**config.mk**
```make
export PLATFORM = sky130hd
export DESIGN_NAME = univ_shift_reg
export DESIGN_NICKNAME = d
export VERILOG_FILES = /design/src/rtl/univ_shreg_pkg.sv /design/src/rtl/shreg_bit_cnt.sv /design/src/rtl/univ_shift_reg.sv
export SDC_FILE = /design/constraint.sdc
export NUM_CORES = 1
export LEC_CHECK = 0
export BUFFER_PORTS_ARGS = -buffer_cell sky130_fd_sc_hd__buf_4
export CAP_MARGIN = 20
export CORE_MARGIN = 3
export CORE_UTILIZATION = 44
export DETAILED_ROUTE_END_ITERATION = 8
export PLACE_DENSITY = 0.79
export SETUP_SLACK_MARGIN = 0.4
export SKIP_LAST_GASP = 1
export SYNTH_ARGS = -nofsm -noshare
export SYNTH_HDL_FRONTEND = slang
export SYNTH_SLANG_ARGS = --single-unit
```
**constraint.sdc**
```tcl
create_clock -name clk -period 1.7 [get_ports clk]
set_clock_uncertainty 0.1 [all_clocks]
set_input_delay 0.085 -clock clk [delete_from_list [all_inputs] [get_ports clk]]
set_output_delay 0.085 -clock clk [all_outputs]
set_load 0.05 [all_outputs]
```
**src/rtl/univ_shreg_pkg.sv**
```systemverilog
// Shared types and helpers for the universal shift register.
// Optional feature macro: UNIV_SHREG_PARITY_EN (see univ_shift_reg.sv).
package univ_shreg_pkg;

    typedef enum logic [1:0] {
        MODE_HOLD = 2'b00,
        MODE_SHR  = 2'b01,
        MODE_SHL  = 2'b10,
        MODE_LOAD = 2'b11
    } shreg_mode_t;

    function automatic int cnt_w(input int width);
        return (width < 2) ? 1 : $clog2(width);
    endfunction

endpackage

```
**src/rtl/shreg_bit_cnt.sv**
```systemverilog
// Modulo-WIDTH shift counter with a one-cycle wrap pulse
// that frames each completed serial word.
module shreg_bit_cnt
    import univ_shreg_pkg::*;
#(
    parameter int WIDTH = 8
) (
    input  logic                       clk,
    input  logic                       reset,
    input  logic                       inc,
    input  logic                       clr,
    output logic [cnt_w(WIDTH)-1:0]    count,
    output logic                       wrap_pulse
);

    localparam int CW = cnt_w(WIDTH);
    localparam logic [CW-1:0] LAST = CW'(WIDTH - 1);

    logic at_last;

    assign at_last = (count == LAST);

    // wrap_pulse is rewritten every edge so it lasts exactly one cycle
    always_ff @(posedge clk or posedge reset) begin
        if (reset) begin
            count      <= '0;
            wrap_pulse <= 1'b0;
        end else begin
            wrap_pulse <= inc && !clr && at_last;
            if (clr) begin
                count <= '0;
            end else if (inc) begin
                count <= at_last ? '0 : count + CW'(1);
            end
        end
    end

endmodule

```
**src/rtl/univ_shift_reg.sv**
```systemverilog
// Universal shift register: hold, shift right/left, parallel load.
// Define UNIV_SHREG_PARITY_EN to generate the registered even-parity output.
module univ_shift_reg
    import univ_shreg_pkg::*;
#(
    parameter int               WIDTH     = 8,
    parameter logic [WIDTH-1:0] RESET_VAL = {WIDTH{1'b0}}
) (
    input  logic                    clk,
    input  logic                    reset,
    input  logic                    en,
    input  logic [1:0]              mode,
    input  logic                    din_r,
    input  logic                    din_l,
    input  logic [WIDTH-1:0]        pin,
    output logic [WIDTH-1:0]        pout,
    output logic                    dout_r,
    output logic                    dout_l,
    output logic [cnt_w(WIDTH)-1:0] count,
    output logic                    word_done,
    output logic                    parity
);

    shreg_mode_t      mode_q;
    logic [WIDTH-1:0] q;
    logic [WIDTH-1:0] q_next;
    logic             inc;
    logic             clr;

    assign mode_q = shreg_mode_t'(mode);

    always_comb begin
        q_next = q;
        inc    = 1'b0;
        clr    = 1'b0;
        if (en) begin
            unique case (mode_q)
                MODE_HOLD: q_next = q;
                MODE_SHR: begin
                    q_next = {din_r, q[WIDTH-1:1]};
                    inc    = 1'b1;
                end
                MODE_SHL: begin
                    q_next = {q[WIDTH-2:0], din_l};
                    inc    = 1'b1;
                end
                MODE_LOAD: begin
                    q_next = pin;
                    clr    = 1'b1;
                end
            endcase
        end
    end

    always_ff @(posedge clk or posedge reset) begin
        if (reset) begin
            q <= RESET_VAL;
        end else begin
            q <= q_next;
        end
    end

    shreg_bit_cnt #(
        .WIDTH(WIDTH)
    ) u_cnt (
        .clk       (clk),
        .reset     (reset),
        .inc       (inc),
        .clr       (clr),
        .count     (count),
        .wrap_pulse(word_done)
    );

`ifdef UNIV_SHREG_PARITY_EN
    logic par_q;

    // computed from q_next so parity changes on the same edge as q
    always_ff @(posedge clk or posedge reset) begin
        if (reset) begin
            par_q <= ^RESET_VAL;
        end else begin
            par_q <= ^q_next;
        end
    end

    assign parity = par_q;
`else
    assign parity = 1'b0;
`endif

    assign pout   = q;
    assign dout_r = q[0];
    assign dout_l = q[WIDTH-1];

endmodule
```
[After elaboration in Yosys (flattened, before gate mapping)]
Index checks and enable logic that the tools add are counted.
Storage, ports and cells
  bits in registers: 12
  output and inout bits: 15
Cells by class
  $add $sub $neg: 1
  equal/unequal tests: 4
  multiplexer cells: 8
  bitwise logic cells: 1
  reductions and logical operators: 7
Operator list (number)
  8-bit one-hot mux with 3 select lines: 1
  3-bit two-way mux: 3
  2-bit == test (second input constant): 2
  1-bit two-way mux: 4
  3-bit by 1-bit adder with 3-bit output (second input constant): 1
  3-bit == test (second input constant): 1
  2-bit by 1-bit == test with 1-bit output (second input constant): 1
  1-bit logical AND: 2
  2-bit zero test: 1
  2-bit AND reduction: 1
  2-bit nonzero test: 1
  2-bit OR reduction: 1
  1-bit zero test: 1
  1-bit inverter: 1

[Longest topological paths before layout]
Gate-level depths: netlist (run 1).
  depth after elaboration: 6
  mapped depth: 6
  depth with buffers taken out: 5

[Hierarchy]
A second synthesis (run 1) with hierarchy kept.
Second synthesis, totals
  cell total of the unflattened synthesis: 72
  area total of the unflattened synthesis: 734.5 sq um
By module, submodules not included
  univ_shift_reg: instances 1, cells each 57, area an instance 545.5 sq um
  shreg_bit_cnt: instances 1, cells each 15, area an instance 188.9 sq um

[Worst setup path after synthesis (run 1)]
No wires, ideal clock.
  kind: register -> register
  start: reg u_cnt.count[0]
  end: reg u_cnt.count[2]
  library setup time: 0.121 ns
  arrival time: 1.292 ns
  path slack: 0.187 ns
  cell stages (with the launch flop): 4
  path buffers: 0
  path through: dfrtp_1 -> ha_1 -> ha_1 -> a22o_1
On the way
  longest elaborated chain between the ends: 4
  elaborated cells between the ends (all ways): 5
  those cells by class: 1 x add/sub; 1 x eq/ne; 3 x mux
Ends and longest elaborated chain
  start, declared: RTL line shreg_bit_cnt.sv:12  | output logic [cnt_w(WIDTH)-1:0] count,
  start signal, assigned: RTL line shreg_bit_cnt.sv:33  | count <= at_last ? '0 : count + CW'(1);
  3-bit by 1-bit adder with 3-bit output / 3-bit == test (equally long branches): RTL line shreg_bit_cnt.sv:33, shreg_bit_cnt.sv:21
  3-bit two-way mux *: RTL line shreg_bit_cnt.sv:33
  3-bit two-way mux *: RTL line shreg_bit_cnt.sv:32  | end else if (inc) begin
  3-bit two-way mux *: RTL line shreg_bit_cnt.sv:30  | if (clr) begin
Mark *: on every way between the ends. The rest lies on a longest branch, timed or not. The select of a mux whose other input is x is not followed.
A chain may end at the register's enable or synchronous reset.

[Worst setup path after layout (run 1)]
Ends and elaborated chain as after synthesis.

==> metrics.md, run 1 <==
| Metric | Value |
|---|---|
| Outcome | complete, no violations |
| Final core utilization | between 60% and 70% |
| Simple-Gate Fraction of Synth Area | roughly 9.0% |
| Reg2reg end | u_cnt.count[2] |
| Fin crit period | around 1.2 ns |
| Max Used Layer | met4 |
| Fin Hold WS | 0.0663 ns |
| Clock Latency Late Sink | between 0.2 and 0.3 ns |
| RD Place Congestion | ~0.84 |
| Final #Nets | 118 |
| Fmax | 841 MHz |
| Min-Delay Startpoint | pin[6] |
| Synth cell types | 16 |
| Crit Reg-Reg Startpoint | u_cnt.count[0] |
| Worst VDD drop | 0.660 mV |
| Routed wire length per instance | roughly 13 microns |
| CP endpoint kind | flop |
| Top post-synthesis cells by count | dfrtp_1, nand2_1, o21ai_1 |
| Synth area leader | dfrtp_1 |
| Vias per inst | around 5.3 |
| Reg2Reg Depth | 3 |
| Final slew viol count | 0 |
| Pwr dens | ~1200 nW/um^2 |
| Placed Cells | between 100 and 150 |
| Post-route cell area | about 940 sq um |
| Design Power | 1.16 mW |
| Top_reg_cell synth | dfrtp_1 |
| Max cap viols | 0 |
| Vias | between 500 and 600 |
| Syn Inst Count | ~70 |
| CTS Root Cell | clkbuf_4 |
| Die Height | 45.0 microns |
| Worst slack at placement | approximately 0.44 ns |
| CORE AREA | roughly 1400 sq um |
| Period utilization | 69.9% |
| CTS Buf Count | 3 |
| Post-synth ARST share | between 90% and 100% |
| Post CTS Setup Buffer Count | 0 |
| Vias in the first global route | roughly 530 |
| Post-CTS Resized | 0 |
| Layout cells sized above 1 | between 40% and 50% |
| Final cell count without fillers | about 110 |
| Critical path endpoint | u_cnt.count[2] |
| Setup CP Type | flop to flop |
| Final Hold Viols | 0 |
| R2r setup slk | ~0.51 ns |
| Mapped Avg Cell Area | between 9 and 10 sq um |
| Synth Area in Compound Gates | about 28% |
| CP Max Fanout | 4 |
| Worst Setup SP | u_cnt.count[0] |
| Setup violators final | 0 |
| Max_slew headroom | about two thirds |
| Synth area leaders | dfrtp_1, ha_1, a22o_1, o21ai_1, a21oi_1 |
| Setup ws final | a little over 0.5 ns |
| Total GRT Usage | 15.7% |
| CTS tree | yes |
| Top-count cell post-synth | dfrtp_1 |
| Synth Cell Area | between 600 and 700 sq um |
| Rows | 13 |
| Post-route DRC | 0 |
| Hold WC Path Type | input port to flop |
| Main combinational cell family by area after synthesis | compound AO/OA/AOI/OAI gates |
| Critical Path RT | ~1.8 ns |
| Worst Tran Pin Value | ~0.51 ns |
| ANT nets after route | 0 |
| Number of synthesized flops with an enable pin | 0 |
| Chip Width | roughly 45 microns |
| CTS Sinks | 12 |
| Data arrival time of the worst path | around 1.3 ns |
| Unrepaired setup endpoints after global routing | no |
| Fillers | roughly 110 |
| Max H-tree Level | 1 |
| Total congestion overflow | 0 |
| TNS Setup | 0 ns |
| WL met2 | approximately 620 microns |
| Syn Nets | 89 |
| Clock Tree Buf Depth | 2 |
| Synth warnings | 0 |
| M1 wire length | roughly 670 microns |
| Input/output buffers | 28 |
| Met3 WL | roughly 110 microns |
| XOR/XNOR Fraction of Synth Area | 0% |
| Seq/Total Area, Yosys | about 45% |
| Router iterations before antenna repair | 4 |
| Post-DP HPWL | 1070 microns |
| Ports | 30 |
| Mux contribution to synthesized area | 0% |
| Clock slew at reported path FFs | about 0.080 ns |
| First-pass GRT wire length | 2300 microns |
| Placed cell areas | a little under 900 sq um |
| Initial Util | 49.1% |
| DIE AREA | slightly above 2000 sq um |
| Synth Area in Adders | 9.33% |
| Critical Path Source Type | flop |
| Seq cells post-synth | 12 |
| Layout area overhead | 39.9% |
| DRT iter0 DRCs | 12 |
| Leak | 0.471 nW |
| Largest net degree at the start of global routing | 17 |
| Final WL | approximately 1400 microns |
| Inserted Diodes | 0 |
| Initial antenna violation count | 0 |
| Top-area cell type share of the netlist area | roughly 45% |
-- where the power goes --
group / switching, mW / leakage [nW] / total (mW) / internal [mW]
logic: 0.333 / 0.298 / 0.512 / 0.179
clock network: 0.102 / 0.0210 / 0.232 / 0.130
registers: 0.0677 / 0.152 / 0.413 / 0.345
-- layout make-up --
class                      count  area [sq um]  area share [%]
tap                           15          18.8            2.00
timing repair buffer          30           230            24.5
clock buffer                   4          36.3            3.87
inverter                       3          11.3            1.20
sequential                    12           304            32.4
multi-input combinational     48           338            36.0
-- routing by layer --
metal | global-route usage [%] | vias to the layer above
met1 | 19.6 | 263
met2 | 24.3 | 26
met5 | 0 | -
met3 | 3.98 | 3
li1 | - | 300
met4 | 8.77 | 0
-- state kept, by name, summed over array words and instances (netlist names) --
signal	cells
u_cnt.count	3
pout	8
u_cnt.wrap_pulse	1
-- critical path, stage by stage, from the launching register on --
cell and delay (ns):
dfrtp_2 0.44, ha_4 0.17, ha_4 0.20, a22o_1 0.17
-- worst min path at each step --
stage	end	slack [ns]	cells after the start
floorplan	pout[0]	-0.15	1
global placement	pout[4]	0.02	2
detailed placement	pout[5]	0.03	2
CTS	pout[6]	0.06	4
global route	pout[6]	0.08	4
finish	pout[6]	0.07	4
-- kinds of logic (layout without fill, tap and decap cells) --
kind of cell | after synthesis | count (layout)
DFF | 12 | 12
other | 1 | 1
and+or+nand+nor | 14 | 14
adders and majority gates | 5 | 5
buffers and inverters | 9 | 37
AOI/OAI and AO/OA | 28 | 28
-- cells in the final DEF, fill, tap and decap left out --
| cell type | netlist | layout |
|---|---|---|
| nor2_1 | 2 | 2 |
| dfrtp_2 | 0 | 3 |
| nand2_1 | 9 | 9 |
| and2_1 | 1 | 1 |
| nand2b_1 | 1 | 1 |
| clkbuf_8 | 0 | 1 |
| nor2_2 | 1 | 1 |
| a21oi_1 | 8 | 8 |
| clkbuf_4 | 0 | 3 |
| dfrtp_1 | 12 | 9 |
| buf_4 | 4 | 28 |
| a22o_1 | 7 | 7 |
| ha_4 | 0 | 2 |
| dlygate4sd3_1 | 0 | 2 |
| a22o_2 | 4 | 4 |
| o21ai_1 | 9 | 9 |
| ha_1 | 5 | 3 |
| inv_1 | 3 | 3 |
| conb_1 | 1 | 1 |
-- timing repair --
item                                   in CTS  in global routing
setup endpoints to repair                   0                  0
endpoints found under the hold margin      13                  0
hold buffers                                2                  0
Power figures use the tool's default switching activity.
==> run 2: changes to the inputs <==
Settings changed: ABC_AREA set to 1, CORE_UTILIZATION 44 to 43, PLACE_DENSITY 0.79 to 0.77.
Clock period 1.7 ns to 1 ns, I/O delays scaled along.
==> run 2 against run 1 <==
- the flow now finishes with violations (hold timing, setup timing)
- sequential cell count stayed put
- via count is 36% higher
- routed wire length up 40%
- synthesized cell count grew 67%
- setup slack got worse by 0.74 ns
- maximum frequency down 3.4%
- critical path depth up 1
- clock power rose by 20%
- die area increased by 24%
- non-clock buffer count up 8
- critical endpoint is now u_cnt.count[0]
- largest cell class unchanged
==> metrics.md, run 2 <==
| Metric | Value |
|---|---|
| Outcome | finished with violations |
| Failing checks | hold timing, setup timing |
| First-pass GRT wire length | between 3000 and 4000 microns |
| Total congestion overflow | 0 |
| Unrepaired setup endpoints after global routing | yes |
| Initial antenna violation count | 0 |
| Initial Util | a little under half |
| Synth area leaders | dfrtp_1, nand2_1, nand2_2, ha_1, inv_2 |
| Top-area cell type share of the netlist area | ~36% |
| Most frequent cells in the layout | nand2_1, nand2_2, buf_4 |
| Clock Tree Buf Depth | 2 |
| Seq/Total Area, Yosys | 35.7% |
| Crit-path cells | ha_4 > ha_4 > or2_1 > o21ai_1 |
| Mapped Avg Cell Area | between 7 and 8 sq um |
| Design Power | ~2.2 mW |
| Leak | between 0.6 and 0.7 nW |
| Post-synth ARST share | 100% |
| Syn Inst Count | ~120 |
| CTS Buf Count | 3 |
| Fin Hold WS | -0.308 ns |
| Synth Cell Area | between 800 and 900 sq um |
| Vias | roughly 800 |
| Final Hold Viols | 15 |
| Reg2Reg Depth | 4 |
| Number of synthesized flops with an enable pin | 0 |
| Chip Width | 50.3 microns |
| Post-DP HPWL | roughly 1500 microns |
| Setup ws final | -0.231 ns |
| Leading cell type in the layout, fill and taps excluded | nand2_1 |
| Synth area leader | dfrtp_1 |
| CP endpoint kind | flop |
| Pwr dens | 1720 nW/um^2 |
| Synth warnings | 0 |
| Period utilization | 123% |
| Post-route cell area | about 1300 sq um |
| CORE AREA | 1780 sq um |
| Seq cells post-synth | 12 |
| Input/output buffers | 28 |
| Layout area overhead | 54.4% |
| Final WL | approximately 2000 microns |
| CTS Root Cell | clkbuf_4 |
| Largest register FFs | 8 |
| Crit-path max cell delay | approximately 0.43 ns |
| Hold WC Path Type | input port to asynchronous set/reset pin |
| Rows | 15 |
| DIE AREA | approximately 2500 sq um |
| Routed wire length per instance | ~11 microns |
| ANT nets after route | 0 |
| Worst VDD drop | between 1 and 1.5 mV |
| Max cap viols | 0 |
| Inserted Diodes | 0 |
| Critical Path Source Type | flop |
| Setup violators final | 16 |
| Vias in the first global route | 822 |
| Syn Nets | 135 |
| Worst path depth | 4 |
| Fin crit period | 1.23 ns |
| Router iterations before antenna repair | 4 |
| RD Place Congestion | between 0.8 and 0.9 |
| Vias per inst | ~4.6 |
| Top_reg_cell synth | dfrtp_1 |
| Buffers & Inverters on Critical Path | 0 |
| DRT iter0 DRCs | 3 |
| Fmax | about 800 MHz |
| Clock Latency Late Sink | between 0.2 and 0.3 ns |
| Top post-synthesis cells by count | nand2_1, nand2_2, dfrtp_1 |
| Post-route DRC | 0 |
| Total GRT Usage | 17.9% |
| Ports | 30 |
| CTS tree | yes |
| Final #Nets | between 150 and 200 |
| Delay-heaviest family, CP | flip-flops |
| Worst path most repeated cell | ha_4 |
| Critical Path RT | approximately 1.1 ns |
| CP Max Fanout | 2 |
| Clock slew at reported path FFs | 0.07 ns |
| Data arrival time of the worst path | 1.32 ns |
| Setup CP Type | flop to flop |
| Layout cells sized above 1 | 64.2% |
| Top-count cell post-synth | nand2_1 |
| Placed cell areas | 1140 sq um |
| Synth cell types | 15 |
| Max stage delay cell, worst path | dfrtp_2 |
| CTS Sinks | 12 |
| Largest net degree at the start of global routing | 13 |
| Final slew viol count | 0 |
| Max H-tree Level | 1 |
| Final core utilization | roughly 73% |
| Die Height | ~50 microns |
-- run 2: cell types whose count changed in the layout (fill, tap and decap cells not counted), moves of 7 or more --
cell,before,now
nand2_2,0,26
dfrtp_1,9,0
a21oi_1,8,0
nand2_1,9,41
buf_6,0,16
buf_4,28,20
a22o_1,7,0
dfrtp_2,3,12
inv_2,0,11
-- run 2: final cells by class --
cell class	instances	area, sq um
multi-input cells	82	505
fillers	138	483
repair buffers	38	365
flip-flops and latches	12	315
inverters	16	60.1
well taps	25	31.3
clock buffers	3	22.5
-- run 2: per-layer routing --
metal	track usage, %	share of wire [%]
met3	4.75	5.1
met2	35.2	58
met1	18.9	37
met4	2.76	0
met5	0	0
-- run 2: path summary, 6_finish.rpt --
path / to / slack [ns] / from
max in group asynchronous: pout[7] / 0.77 / reset
setup / recovery: u_cnt.count[0] / -0.23 / u_cnt.count[1]
min in group clk: u_cnt.wrap_pulse / -0.01 / en
hold / removal: pout[1] / -0.31 / reset
setup reg to reg: u_cnt.count[0] / -0.23 / u_cnt.count[1]
hold reg to reg: pout[6] / 0.44 / pout[6]
-- run 2: timing repair --
item                                    in CTS  in global routing
endpoints found under the setup margin      26                 26
pin swaps                                    8                  8
setup buffers                                2                  1
resized for setup                           29                  5
hold endpoints to repair                    17                 14
-- run 2: power by group --
group / internal, mW / total, mW / switching, mW
logic: 0.513 / 1.23 / 0.718
registers: 0.599 / 0.732 / 0.134
clock network: 0.139 / 0.279 / 0.140
total: 1.25 / 2.24 / 0.991
-- run 2: cell families after synthesis --
logic type               count (synthesis)  synth area share, %
other                                    1                0.445
AO/OA/AOI/OAI                            4                 2.38
flip-flops                              12                 35.7
adder cells (fa/ha/maj)                  5                 7.43
AND/OR/NAND/NOR                         72                 41.6
buffers and inverters                   21                 12.5
-- run 2: through the flow --
stage,setup WS (ns),setup TNS (ns),std cells
3_5_place_dp,-0.226,-2.13,170
5_1_grt,-0.273,-1.72,176
6_report,-0.231,-1.05,176
3_3_place_gp,-0.196,-1.92,170
4_1_cts,-0.238,-1.12,175
2_1_floorplan,-0.332,-1.02,115
